===== config.mk =====
export PLATFORM = sky130hd
export DESIGN_NAME = pipelined_barrel_shifter
export DESIGN_NICKNAME = d
export VERILOG_FILES = /design/src/rtl/barrel_pkg.sv /design/src/rtl/shift_level.sv /design/src/rtl/pipelined_barrel_shifter.sv
export SDC_FILE = /design/constraint.sdc
export NUM_CORES = 1
export LEC_CHECK = 0
export BUFFER_PORTS_ARGS = -buffer_cell sky130_fd_sc_hd__buf_2
export CAP_MARGIN = 30
export CORE_ASPECT_RATIO = 1.75
export CORE_MARGIN = 4
export CORE_UTILIZATION = 30
export CTS_CLUSTER_SIZE = 28
export DETAILED_ROUTE_END_ITERATION = 16
export GPL_ROUTABILITY_DRIVEN = 0
export MAX_ROUTING_LAYER = met4
export PLACE_DENSITY = 0.57
export RECOVER_POWER = 25
export SKIP_LAST_GASP = 1
export SYNTH_ARGS = -nofsm -noshare
export SYNTH_HDL_FRONTEND = slang
export SYNTH_HIERARCHICAL = 1
export SYNTH_SLANG_ARGS = --single-unit

===== constraint.sdc =====
create_clock -name clk -period 10.82 [get_ports clk]
set_input_delay 1.623 -clock clk [delete_from_list [all_inputs] [get_ports clk]]
set_output_delay 1.623 -clock clk [all_outputs]
set_load 0.02 [all_outputs]

===== src/rtl/barrel_pkg.sv =====
`default_nettype none
// ============================================================================
//  Module      : barrel_pkg
//  Description : Shared constants for the pipelined barrel shifter. Holds the
//                operation-select width and the mode encodings. Codes
//                3'b101..3'b111 are passthrough.
//  Revision    : 1.0 - initial release
// ============================================================================
package barrel_pkg;

    localparam int MODE_W = 3;

    localparam logic [MODE_W-1:0] MODE_SLL = 3'b000;  // logical left, zero fill
    localparam logic [MODE_W-1:0] MODE_SRL = 3'b001;  // logical right, zero fill
    localparam logic [MODE_W-1:0] MODE_SRA = 3'b010;  // arithmetic right, sign fill
    localparam logic [MODE_W-1:0] MODE_ROL = 3'b011;  // rotate left
    localparam logic [MODE_W-1:0] MODE_ROR = 3'b100;  // rotate right

endpackage
`default_nettype wire


===== src/rtl/shift_level.sv =====
`default_nettype none
// ============================================================================
//  Module      : shift_level
//  Description : One combinational mux level of the barrel shifter. When
//                enabled, it shifts or rotates the operand by the constant
//                distance DIST in the direction selected by the mode.
//                Passthrough codes and a cleared enable return the operand
//                unchanged.
//  Ports       : i_data  - operand in
//                i_en    - this level's shift-amount bit
//                i_mode  - operation select
//                o_data  - operand out
//  Revision    : 1.0 - initial release
// ============================================================================
module shift_level
    import barrel_pkg::*;
#(
    parameter int WIDTH = 32,
    parameter int DIST  = 1
) (
    input  logic [WIDTH-1:0]  i_data,
    input  logic              i_en,
    input  logic [MODE_W-1:0] i_mode,
    output logic [WIDTH-1:0]  o_data
);

    always_comb begin
        o_data = i_data;
        if (i_en) begin
            case (i_mode)
                MODE_SLL: o_data = {i_data[WIDTH-DIST-1:0], {DIST{1'b0}}};
                MODE_SRL: o_data = {{DIST{1'b0}}, i_data[WIDTH-1:DIST]};
                MODE_SRA: o_data = {{DIST{i_data[WIDTH-1]}}, i_data[WIDTH-1:DIST]};
                MODE_ROL: o_data = {i_data[WIDTH-DIST-1:0], i_data[WIDTH-1:WIDTH-DIST]};
                MODE_ROR: o_data = {i_data[DIST-1:0], i_data[WIDTH-1:DIST]};
                default:  o_data = i_data;
            endcase
        end
    end

endmodule
`default_nettype wire


===== src/rtl/pipelined_barrel_shifter.sv =====
`default_nettype none
// ============================================================================
//  Module      : pipelined_barrel_shifter
//  Description : WIDTH-bit shifter/rotator built from SHW power-of-two mux
//                levels. A pipeline register follows every STAGES_PER_REG
//                levels, and the last level is always registered. The
//                latency is LAT = ceil(SHW / STAGES_PER_REG). All slots
//                advance together unless the output is stalled.
//  Ports       : clk, rst            - clock, synchronous active-high reset
//                in_valid/in_ready   - input handshake
//                in_data/amnt/mode/tag - operation
//                out_valid/out_ready - output handshake
//                out_data/out_tag    - result and its tag
//  Revision    : 1.0 - initial release
// ============================================================================
module pipelined_barrel_shifter
    import barrel_pkg::*;
#(
    parameter int WIDTH          = 32,
    parameter int SHW            = $clog2(WIDTH),
    parameter int STAGES_PER_REG = 1,
    parameter int TAG_W          = 4
) (
    input  logic              clk,
    input  logic              rst,
    input  logic              in_valid,
    output logic              in_ready,
    input  logic [WIDTH-1:0]  in_data,
    input  logic [SHW-1:0]    in_amnt,
    input  logic [MODE_W-1:0] in_mode,
    input  logic [TAG_W-1:0]  in_tag,
    output logic              out_valid,
    input  logic              out_ready,
    output logic [WIDTH-1:0]  out_data,
    output logic [TAG_W-1:0]  out_tag
);

    localparam int LAT = (SHW + STAGES_PER_REG - 1) / STAGES_PER_REG;

    // Pipeline slots. Slot LAT-1 drives the outputs.
    logic [LAT-1:0][WIDTH-1:0]  data_d,  data_q;
    logic [LAT-1:0][SHW-1:0]    amnt_d,  amnt_q;
    logic [LAT-1:0][MODE_W-1:0] mode_d,  mode_q;
    logic [LAT-1:0][TAG_W-1:0]  tag_d,   tag_q;
    logic [LAT-1:0]             valid_d, valid_q;

    // Inputs seen by each stage's group of levels, and that group's result.
    logic [LAT-1:0][WIDTH-1:0]  w_stg_data;
    logic [LAT-1:0][SHW-1:0]    w_stg_amnt;
    logic [LAT-1:0][MODE_W-1:0] w_stg_mode;
    logic [LAT-1:0][TAG_W-1:0]  w_stg_tag;
    logic [LAT-1:0]             w_stg_valid;
    logic [LAT-1:0][WIDTH-1:0]  w_stg_res;

    logic [SHW-1:0][WIDTH-1:0]  w_lvl_out;
    logic                       w_adv;

    genvar gs, gk;

    generate
        for (gs = 0; gs < LAT; gs++) begin : g_stage
            localparam int LAST = (((gs + 1) * STAGES_PER_REG < SHW) ?
                                   (gs + 1) * STAGES_PER_REG : SHW) - 1;
            if (gs == 0) begin : g_src_port
                assign w_stg_data[gs]  = in_data;
                assign w_stg_amnt[gs]  = in_amnt;
                assign w_stg_mode[gs]  = in_mode;
                assign w_stg_tag[gs]   = in_tag;
                assign w_stg_valid[gs] = in_valid;
            end else begin : g_src_slot
                assign w_stg_data[gs]  = data_q[gs-1];
                assign w_stg_amnt[gs]  = amnt_q[gs-1];
                assign w_stg_mode[gs]  = mode_q[gs-1];
                assign w_stg_tag[gs]   = tag_q[gs-1];
                assign w_stg_valid[gs] = valid_q[gs-1];
            end
            assign w_stg_res[gs] = w_lvl_out[LAST];
        end

        for (gk = 0; gk < SHW; gk++) begin : g_level
            localparam int S = gk / STAGES_PER_REG;
            logic [WIDTH-1:0] w_lvl_in;
            // The first level of a stage starts from the stage input. Later
            // levels chain from the level before them.
            if (gk % STAGES_PER_REG == 0) begin : g_first
                assign w_lvl_in = w_stg_data[S];
            end else begin : g_chain
                assign w_lvl_in = w_lvl_out[gk-1];
            end
            shift_level #(
                .WIDTH (WIDTH),
                .DIST  (1 << gk)
            ) u_level (
                .i_data (w_lvl_in),
                .i_en   (w_stg_amnt[S][gk]),
                .i_mode (w_stg_mode[S]),
                .o_data (w_lvl_out[gk])
            );
        end
    endgenerate

    // A result that the consumer is refusing freezes the whole pipe, so
    // nothing can be overwritten and no bubble is squeezed out.
    assign w_adv = !(valid_q[LAT-1] && !out_ready);

    always_comb begin
        data_d  = data_q;
        amnt_d  = amnt_q;
        mode_d  = mode_q;
        tag_d   = tag_q;
        valid_d = valid_q;
        if (w_adv) begin
            for (int s = 0; s < LAT; s++) begin
                data_d[s]  = w_stg_res[s];
                amnt_d[s]  = w_stg_amnt[s];
                mode_d[s]  = w_stg_mode[s];
                tag_d[s]   = w_stg_tag[s];
                valid_d[s] = w_stg_valid[s];
                // Amount bits already consumed are dropped, so each slot
                // carries only the distance that still remains.
                for (int b = 0; b < SHW; b++) begin
                    if (b < (s + 1) * STAGES_PER_REG) begin
                        amnt_d[s][b] = 1'b0;
                    end
                end
            end
        end
    end

    always_ff @(posedge clk) begin
        if (rst) begin
            valid_q         <= '0;
            data_q[LAT-1]   <= '0;
            tag_q[LAT-1]    <= '0;
        end else begin
            data_q  <= data_d;
            amnt_q  <= amnt_d;
            mode_q  <= mode_d;
            tag_q   <= tag_d;
            valid_q <= valid_d;
        end
    end

    // The last slot's amount and mode have no consumer. They are kept only
    // so that every slot has the same shape.
    logic w_unused_ok;
    assign w_unused_ok = ^{amnt_q[LAT-1], mode_q[LAT-1]};

    assign in_ready  = w_adv;
    assign out_valid = valid_q[LAT-1];
    assign out_data  = data_q[LAT-1];
    assign out_tag   = tag_q[LAT-1];

endmodule
`default_nettype wire


==> results of run 1 <==
-- synth_stat cells (14+ instances only) --
cell	n	area, sq um
o21ai_2	19	166
nand2_1	17	63.8
a21oi_1	128	641
nand4bb_1	37	417
o21ai_1	38	190
edfxtp_1	166	4980
buf_4	15	113
nand3b_1	98	736
nor2b_1	22	138
a31oi_1	126	788
clkbuf_1	42	158
a22oi_1	14	105
o211ai_1	113	848
mux2_4	14	210
a2bb2oi_1	15	131
buf_6	27	304
dfxtp_1	41	821
buf_2	50	250
nand2b_1	32	200
-- per-layer routing --
metal / track usage, %
met5: -
met2: 23.0
met1: 12.7
met4: 3.15
met3: 1.64
-- cell families after synthesis --
group           count (synthesis)  synth area share, %
mux                            34                 3.56
flops                         207                 48.0
buf+inv                       140                 7.02
simple gates                  237                 15.2
xor+xnor                        8                 1.32
compound gates                471                 24.9
-- per-stage QoR --
step           cells  hold slack, ps  cell area (sq um)
2_1_floorplan   1097             400              12100
3_3_place_gp    1560             402              12500
3_5_place_dp    1566             406              12600
4_1_cts         1604             418              13300
5_1_grt         1605             420              13300
==> metrics.cfg, run 1 <==
[global_routing]
grt_overflow_total=0
grt_usage_pct=11.9
antenna_found_initial=0
grt_pass1_wl_microns=44100
grt_max_degree=80
grt_pass1_vias=8505

[synth]
synth_cell_types=53
synth_edf_count=166
synth_seq_cells=207
synth_top_flop_cell=edfxtp_1
synth.avg_cell_area_sq_um=11.0
netlist_area_sq_mm=0.0121
async_flop_share_pct=0
synth_cells=1097
postSynthNetCount=1145
ys_seq_area_share_pct=48.0
yosys_warnings=6

[clock_network]
cts_sinks=207
cts-resized-gates=0
cts_root_buf=clkbuf_16
cts_setup_buffers=0
numCtsBuffers=21
clock_path_buffers=3
ctsHoldBuffers=0
htreeDepth=1

[floorplan]
die-width_microns=160
row_count=97
ios=86
start_util_pct=30.3
die_h_microns=274

[placement]
pre_cts_slack_ps=6350
numPortBuffers=85
hpwl_microns=18700

[run_status]
status=did not finish
error=[ERROR DRT-0255] Maze Route cannot find path of net clk in worker of routeBox ( 144900 48300 ) ( 159800 96600 ).
haltStage=detailed routing

==> run 2, diff against run 1 <==
--- a/config.mk
+++ b/config.mk
@@ -7,14 +7,11 @@
 export LEC_CHECK = 0
 export BUFFER_PORTS_ARGS = -buffer_cell sky130_fd_sc_hd__buf_2
 export CAP_MARGIN = 30
-export CORE_ASPECT_RATIO = 1.75
 export CORE_MARGIN = 4
-export CORE_UTILIZATION = 30
-export CTS_CLUSTER_SIZE = 28
+export CORE_UTILIZATION = 20
 export DETAILED_ROUTE_END_ITERATION = 16
 export GPL_ROUTABILITY_DRIVEN = 0
-export MAX_ROUTING_LAYER = met4
-export PLACE_DENSITY = 0.57
+export PLACE_DENSITY_LB_ADDON = 0.15
 export RECOVER_POWER = 25
 export SKIP_LAST_GASP = 1
 export SYNTH_ARGS = -nofsm -noshare
==> run 2 against run 1 <==
The flow now finishes, with violations (capacitance limit, slew limit). Synthesized cell count unchanged. Synthesized area unchanged. Global-route usage down 1.1 points.
==> metrics.cfg, run 2 <==
[run_status]
status=finished, violations left  ; was did not finish
failed_checks=capacitance limit, slew limit

[min_path]
hold_class=reg2reg

[setup_path]
path_max_fanout=38
worstPathCellList=clkbuf_1, nor2b_4, clkinvlp_2, buf_2
cp_slowest_stage_delay_ps=1060
arrival_ps=3190
worstSetupEndpoint=in_ready
path_class=in2out
startpoint=out_ready
worstSetupPathDepth=4
endpoint_kind=output pin
path_buf_inv=3
critical-path-top-delay-family=buffers and inverters
slowest_stage=clkbuf_1
r2r-start=mode_q[1]$_DFFE_PP_
worstRegToRegCells=6
start_kind=input port
rrSetupSlack_ps=6260
r2r-end=g_level[2].w_lvl_in[8]$_DFFE_PP_
crit_required_ps=9200

[final_layout]
n_antenna_cell=0
drive_above_1_share_pct=19.1
syn_to_final_growth_pct=14.7
final_common_cell=edfxtp_1
fin_area_sq_mm=0.0139
fin_nets=1152
fin_util_pct=23.3
most-common-layout-cells=166 x edfxtp_1, 128 x a21oi_1, 126 x a31oi_1, 113 x o211ai_1, 98 x nand3b_1
largest_register_ffs=128

[synth]
async_flop_share_pct=0  ; unchanged
synth_top_flop_cell=edfxtp_1  ; unchanged
yosysTopAreaCell=edfxtp_1  ; unchanged
ys_seq_area_share_pct=48.0  ; unchanged
synth_edf_count=166  ; unchanged
synth.avg_cell_area_sq_um=11.0  ; unchanged
synth_cells=1097  ; unchanged
netlist_area_sq_mm=0.0121  ; unchanged
yosysTopAreaCellShare_pct=41.2  ; unchanged
yosys_warnings=6  ; unchanged
synth_area_leaders=edfxtp_1 41%, o211ai_1 7.0%, dfxtp_1 6.8%, a31oi_1 6.5%, nand3b_1 6.1%  ; unchanged
synth_seq_cells=207  ; unchanged
postSynthNetCount=1145  ; unchanged
synth_most_common_cell=edfxtp_1  ; unchanged
synth_cell_types=53  ; unchanged
synth_common_cells=166 x edfxtp_1, 128 x a21oi_1, 126 x a31oi_1  ; unchanged

[global_routing]
antenna_found_initial=0  ; unchanged
grt_pass1_wl_microns=56200  ; was 44100 microns
grt_pass1_vias=9137  ; was 8505
grt_max_degree=167  ; was 80
grt_usage_pct=10.9  ; was 11.9%
grt_overflow_total=0  ; unchanged

[pwr]
p_per_area_mw_per_mm2=167
p_leak_uw=0.00440
ir_worst_vdd_uv=91.2

[clock_network]
ctsHoldBuffers=0  ; unchanged
htreeDepth=1  ; unchanged
clk_pin_slew_ps=60
clock_path_buffers=3  ; unchanged
clk_latency_ps=560
cts_tree=built
cts-resized-gates=0  ; unchanged
numCtsBuffers=27  ; was 21
cts_sinks=207  ; unchanged
cts_setup_buffers=0  ; unchanged
cts_root_buf=clkbuf_16  ; unchanged

[floorplan]
die_area_sq_mm=0.0645
start_util_pct=20.3  ; was 30.3%
fp.coreArea_sq_mm=0.0595
die-width_microns=254  ; was 160 microns
die_h_microns=254  ; was 274 microns
ios=86  ; unchanged
row_count=89  ; was 97

[sta]
slew_headroom_pct=-54.8
final_hold_viol_count=0
period_needed_ps=4810
skew_ps=19.7
setup-tns-final_ps=0
finalMaxSlewViolations=359
rsz0062_at_grt=false
fmax_mhz=208
period_share_pct=44.5
worstMarginPinSlew_ps=2310
setup_violations=0
hold_ws_ps=416

[routing]
dr.first_iter.drc_count=492
wire_per_inst_microns=19.1
drc=0
drt_pre_antenna_iters=4
wirelength_microns=36300
ant_nets=0
vias_per_cell=4.81
vias=9138

[placement]
hpwl_microns=23500  ; was 18700 microns
numPortBuffers=85  ; unchanged
place_area_sq_mm=0.0130  ; was 0.0126 sq mm

[flow_run]
cap_violations=11

[run 2: cell families after synthesis]
family | share of synthesized area (%)
xor+xnor | 1.32
flops | 48.0
compound gates | 24.9
simple gates | 15.2
buf+inv | 7.02
mux | 3.56
[run 2: how the worst min path moves through the flow]
stage,startpoint,slack (ps),cells after the start,end
after floorplan,amnt_q[8]$_DFFE_PP_,400,0,amnt_q[13]$_DFFE_PP_
after global placement,amnt_q[14]$_DFFE_PP_,400,0,amnt_q[19]$_DFFE_PP_
after detailed placement,amnt_q[9]$_DFFE_PP_,400,0,amnt_q[14]$_DFFE_PP_
after CTS,tag_q[10]$_DFFE_PP_,420,0,tag_q[14]$_DFFE_PP_
after global routing,tag_q[11]$_DFFE_PP_,430,0,tag_q[15]$_DFFE_PP_
final,tag_q[10]$_DFFE_PP_,420,0,tag_q[14]$_DFFE_PP_
[run 2: routing by layer]
metal	global-route usage, %	share of wire, %
met5	0	0
met4	2.82	2.5
met3	1.54	3.0
met2	18.0	48
met1	14.9	46
[run 2: power breakdown]
group	internal, uW	total, uW	switching, uW
sequential	946	1000	59.1
combinational	137	354	217
clock	588	958	370
total	1670	2320	646
[run 2: final cells by class]
class	instances	area, sq um
sequential	207	5810
inverter	4	16.3
tap	773	967
fill	6415	45600
timing repair buffer	114	678
multi-input combinational	750	5450
clock buffer	34	747
clock inverter	16	205
[run 2: through the flow]
stage	instances	worst slack [ps]	power [uW]
2_1_floorplan	1097	1300	1270
3_3_place_gp	1841	6700	1380
3_5_place_dp	1848	6700	1380
4_1_cts	1898	6680	2360
5_1_grt	1898	5830	2430
6_report	1898	6010	2320
(Power assumes the default switching activity.)
==> run 3, diff against run 2 <==
--- a/config.mk
+++ b/config.mk
@@ -5,6 +5,7 @@
 export SDC_FILE = /design/constraint.sdc
 export NUM_CORES = 1
 export LEC_CHECK = 0
+export ABC_AREA = 1
 export BUFFER_PORTS_ARGS = -buffer_cell sky130_fd_sc_hd__buf_2
 export CAP_MARGIN = 30
 export CORE_MARGIN = 4
==> constraint.sdc (replaced) <==
create_clock -name clk -period 4.1 [get_ports clk]
set_input_delay 0.615 -clock clk [delete_from_list [all_inputs] [get_ports clk]]
set_output_delay 0.615 -clock clk [all_outputs]
set_load 0.02 [all_outputs]
==> run 3 against run 2 <==
Final cell count rose by 19%. Clock power rose by 140%. Clock skew shrank 7.5 ps. Highest routed layer unchanged. Worst setup slack worse by 4700 ps. Largest power group unchanged. Sequential power rose to 2.7 times the previous value. First-iteration DRC count fell by 39%. Critical path depth grew 3. Synthesized cell count increased by 32%. Non-clock buffer count is 16 lower. The run now ends clean. Sequential share of layout area rose by 2.6 points. Combinational power grew 140%.
==> metrics.cfg, run 3 <==
[clock_network]
clk_pin_slew_ps=60  ; about the same
htreeDepth=1  ; unchanged
clock_path_buffers=3  ; unchanged
cts-resized-gates=0  ; unchanged
cts_root_buf=clkbuf_16  ; unchanged
cts_sinks=207  ; unchanged
numCtsBuffers=26  ; was 27
cts_tree=built  ; unchanged
cts_setup_buffers=0  ; unchanged
clk_latency_ps=530  ; was 560 ps
ctsHoldBuffers=0  ; unchanged

[setup_path]
r2r-end=out_data[19]$_SDFFE_PP0N_  ; was g_level[2].w_lvl_in[8]$_DFFE_PP_
endpoint_kind=flop  ; was output pin
worstRegToRegCells=6  ; unchanged
rrSetupSlack_ps=1680  ; was 6260 ps
path_class=in2reg  ; was in2out
path_max_fanout=32  ; was 38
crit_required_ps=4370  ; was 9200 ps
r2r-start=mode_q[10]$_DFFE_PP_  ; was mode_q[1]$_DFFE_PP_
start_kind=input port  ; unchanged
arrival_ps=3100  ; was 3190 ps

[global_routing]
grt_overflow_total=0  ; unchanged
grt_max_degree=62  ; was 167
antenna_found_initial=0  ; unchanged
grt_pass1_vias=8526  ; was 9137
grt_pass1_wl_microns=46800  ; was 56200 microns
grt_usage_pct=9.48  ; was 10.9%

[run_status]
status=completed  ; was finished, violations left

[sta]
period_share_pct=69.0
period_needed_ps=2830
rsz0062_at_grt=false  ; unchanged
skew_ps=12.1  ; was 19.7 ps
final_hold_viol_count=0  ; unchanged
setup_violations=0  ; unchanged
finalMaxSlewViolations=0  ; was 359
slew_headroom_pct=31.6  ; was -54.8%
fmax_mhz=354
layout_setup_ws_ps=1270  ; was 6010 ps
worstMarginPinSlew_ps=1030  ; was 2310 ps
setup-tns-final_ps=0  ; unchanged

[synth]
yosysTopAreaCell=edfxtp_1  ; unchanged
synth_top_flop_cell=edfxtp_1  ; unchanged
synth_cells=1443  ; was 1097
postSynthNetCount=1491  ; was 1145
synth_edf_count=166  ; unchanged
netlist_area_sq_mm=0.0112  ; was 0.0121 sq mm
yosysTopAreaCellShare_pct=44.4  ; was 41.2%
synth.avg_cell_area_sq_um=7.79  ; was 11.0 sq um
synth_area_leaders=edfxtp_1 44%, nor2_1 15%, nand2_1 11%, dfxtp_1 7.3%, inv_1 4.6%  ; was edfxtp_1 41%, o211ai_1 7.0%, dfxtp_1 6.8%, a31oi_1 6.5%, nand3b_1 6.1%
synth_cell_types=26  ; was 53
synth_common_cells=458 x nor2_1, 335 x nand2_1, 166 x edfxtp_1  ; was 166 x edfxtp_1, 128 x a21oi_1, 126 x a31oi_1
synth_seq_cells=207  ; unchanged
ys_seq_area_share_pct=51.7  ; was 48.0%
synth_most_common_cell=nor2_1  ; was edfxtp_1
yosys_warnings=6  ; unchanged
async_flop_share_pct=0  ; unchanged

[min_path]
whs_endpoint=amnt_q[2]$_DFFE_PP_  ; was tag_q[14]$_DFFE_PP_
hold_class=in2reg  ; was reg2reg
holdPathStages=1  ; was 0
worstHoldStart=in_amnt[2]  ; was tag_q[10]$_DFFE_PP_

[routing]
dr_wl_met3_microns=1130  ; was 1100 microns
highest_layer=met4  ; unchanged
vias_per_cell=3.85  ; was 4.81
drt_pre_antenna_iters=5  ; was 4
dr.first_iter.drc_count=300  ; was 492
wl_met1_microns=14100  ; was 16700 microns
wire_per_inst_microns=12.7  ; was 19.1 microns
drc=0  ; unchanged
vias=8708  ; was 9138
wirelength_microns=28700  ; was 36300 microns
ant_nets=0  ; unchanged
wl_met2_microns=12700  ; was 17600 microns

[final_layout]
drive_above_1_share_pct=10.8  ; was 19.1%
syn_to_final_growth_pct=16.2  ; was 14.7%
n_antenna_cell=0  ; unchanged
final_common_cell=nor2_1  ; was edfxtp_1
fin_nets=1545  ; was 1152
largest_register_ffs=128  ; unchanged
most-common-layout-cells=457 x nor2_1, 337 x nand2_1, 166 x edfxtp_1, 140 x inv_1, 73 x a21oi_1  ; was 166 x edfxtp_1, 128 x a21oi_1, 126 x a31oi_1, 113 x o211ai_1, 98 x nand3b_1

[placement]
pre_cts_slack_ps=1780  ; was 6700 ps
numPortBuffers=85  ; unchanged
hpwl_microns=20700  ; was 23500 microns

[floorplan]
row_count=86  ; was 89
ios=86  ; unchanged
die-width_microns=245  ; was 254 microns
die_area_sq_mm=0.0601  ; was 0.0645 sq mm
die_h_microns=245  ; was 254 microns
start_util_pct=20.3  ; about the same
fp.coreArea_sq_mm=0.0554  ; was 0.0595 sq mm

[pwr]
p_per_area_mw_per_mm2=446  ; was 167 mW/mm^2
p_leak_uw=0.00538  ; was 0.00440 uW
ir_worst_vdd_uv=350  ; was 91.2 uV

[flow_run]
cap_violations=0  ; was 11

[run 3: cell count changes in the layout (fill, tap and decap cells not counted), sizes merged, moves of 35 or more]
cell | before | now
nand2b | 42 | 0
buf | 101 | 55
o21ai | 63 | 22
inv | 6 | 149
o211ai | 113 | 0
nand3 | 2 | 74
nor2 | 5 | 480
nand3b | 98 | 0
a21oi | 128 | 93
nand4bb | 37 | 0
nand2 | 17 | 346
a31oi | 126 | 0
[run 3: worst max path at each step]
stage,end,start,slack (ps)
finish,g_level[1].w_lvl_in[17]$_DFFE_PP_,in_mode[0],1270
global route,g_level[1].w_lvl_in[8]$_DFFE_PP_,in_mode[0],920
CTS,tag_q[15]$_DFFE_PP_,valid_q[4]$_SDFFE_PP0N_,1830
detailed placement,amnt_q[4]$_DFFE_PP_,out_ready,1780
global placement,amnt_q[4]$_DFFE_PP_,out_ready,1810
floorplan,amnt_q[13]$_DFFE_PP_,out_ready,460
[run 3: cell families after synthesis]
logic type             Yosys count  synth area share [%]
AOI/OAI and AO/OA              115                  5.89
buffers and inverters          221                  9.72
DFF                            207                  51.7
and+or+nand+nor                900                  32.7
[run 3: area by class of cell]
cell class	count	area, sq um
repair buffers	98	534
well taps	748	936
fillers	6150	42400
clock inverters	16	183
inverters	149	562
multi-input cells	1015	4340
clock buffers	31	691
flip-flops and latches	207	5810
[run 3: report_power, final]
group / switching (uW) / internal, uW
clock: 867 / 1450
combinational: 575 / 275
sequential: 151 / 2510
[run 3: critical path, cell delays in order]
cell and delay [ps]:
clkbuf_1 220, o21ai_0 120, nand2_1 230, clkbuf_1 800, inv_1 730, nor2_1 290, a21oi_2 70
[run 3: metrics by stage]
| stage | hold WS [ps] | std cells | power [uW] | utilization, % | instance area [sq um] |
|---|---|---|---|---|---|
| 3_3_place_gp | 401 | 2216 | 3580 | 22.0 | 12200 |
| 6_report | 260 | 2264 | 5830 | 23.6 | 13100 |
| 3_5_place_dp | 405 | 2216 | 3580 | 22.0 | 12200 |
| 4_1_cts | 225 | 2263 | 5950 | 23.6 | 13100 |
| 5_1_grt | 229 | 2264 | 6160 | 23.6 | 13100 |
| 2_1_floorplan | 400 | 1443 | 3320 | - | 11200 |
[run 3: metal layers]
layer  global-route usage, %  vias to the layer above
met5                       0                        -
met1                    13.0                     3901
li1                        -                     4619
met3                    1.67                       43
met2                    15.4                      145
met4                    2.63                        0
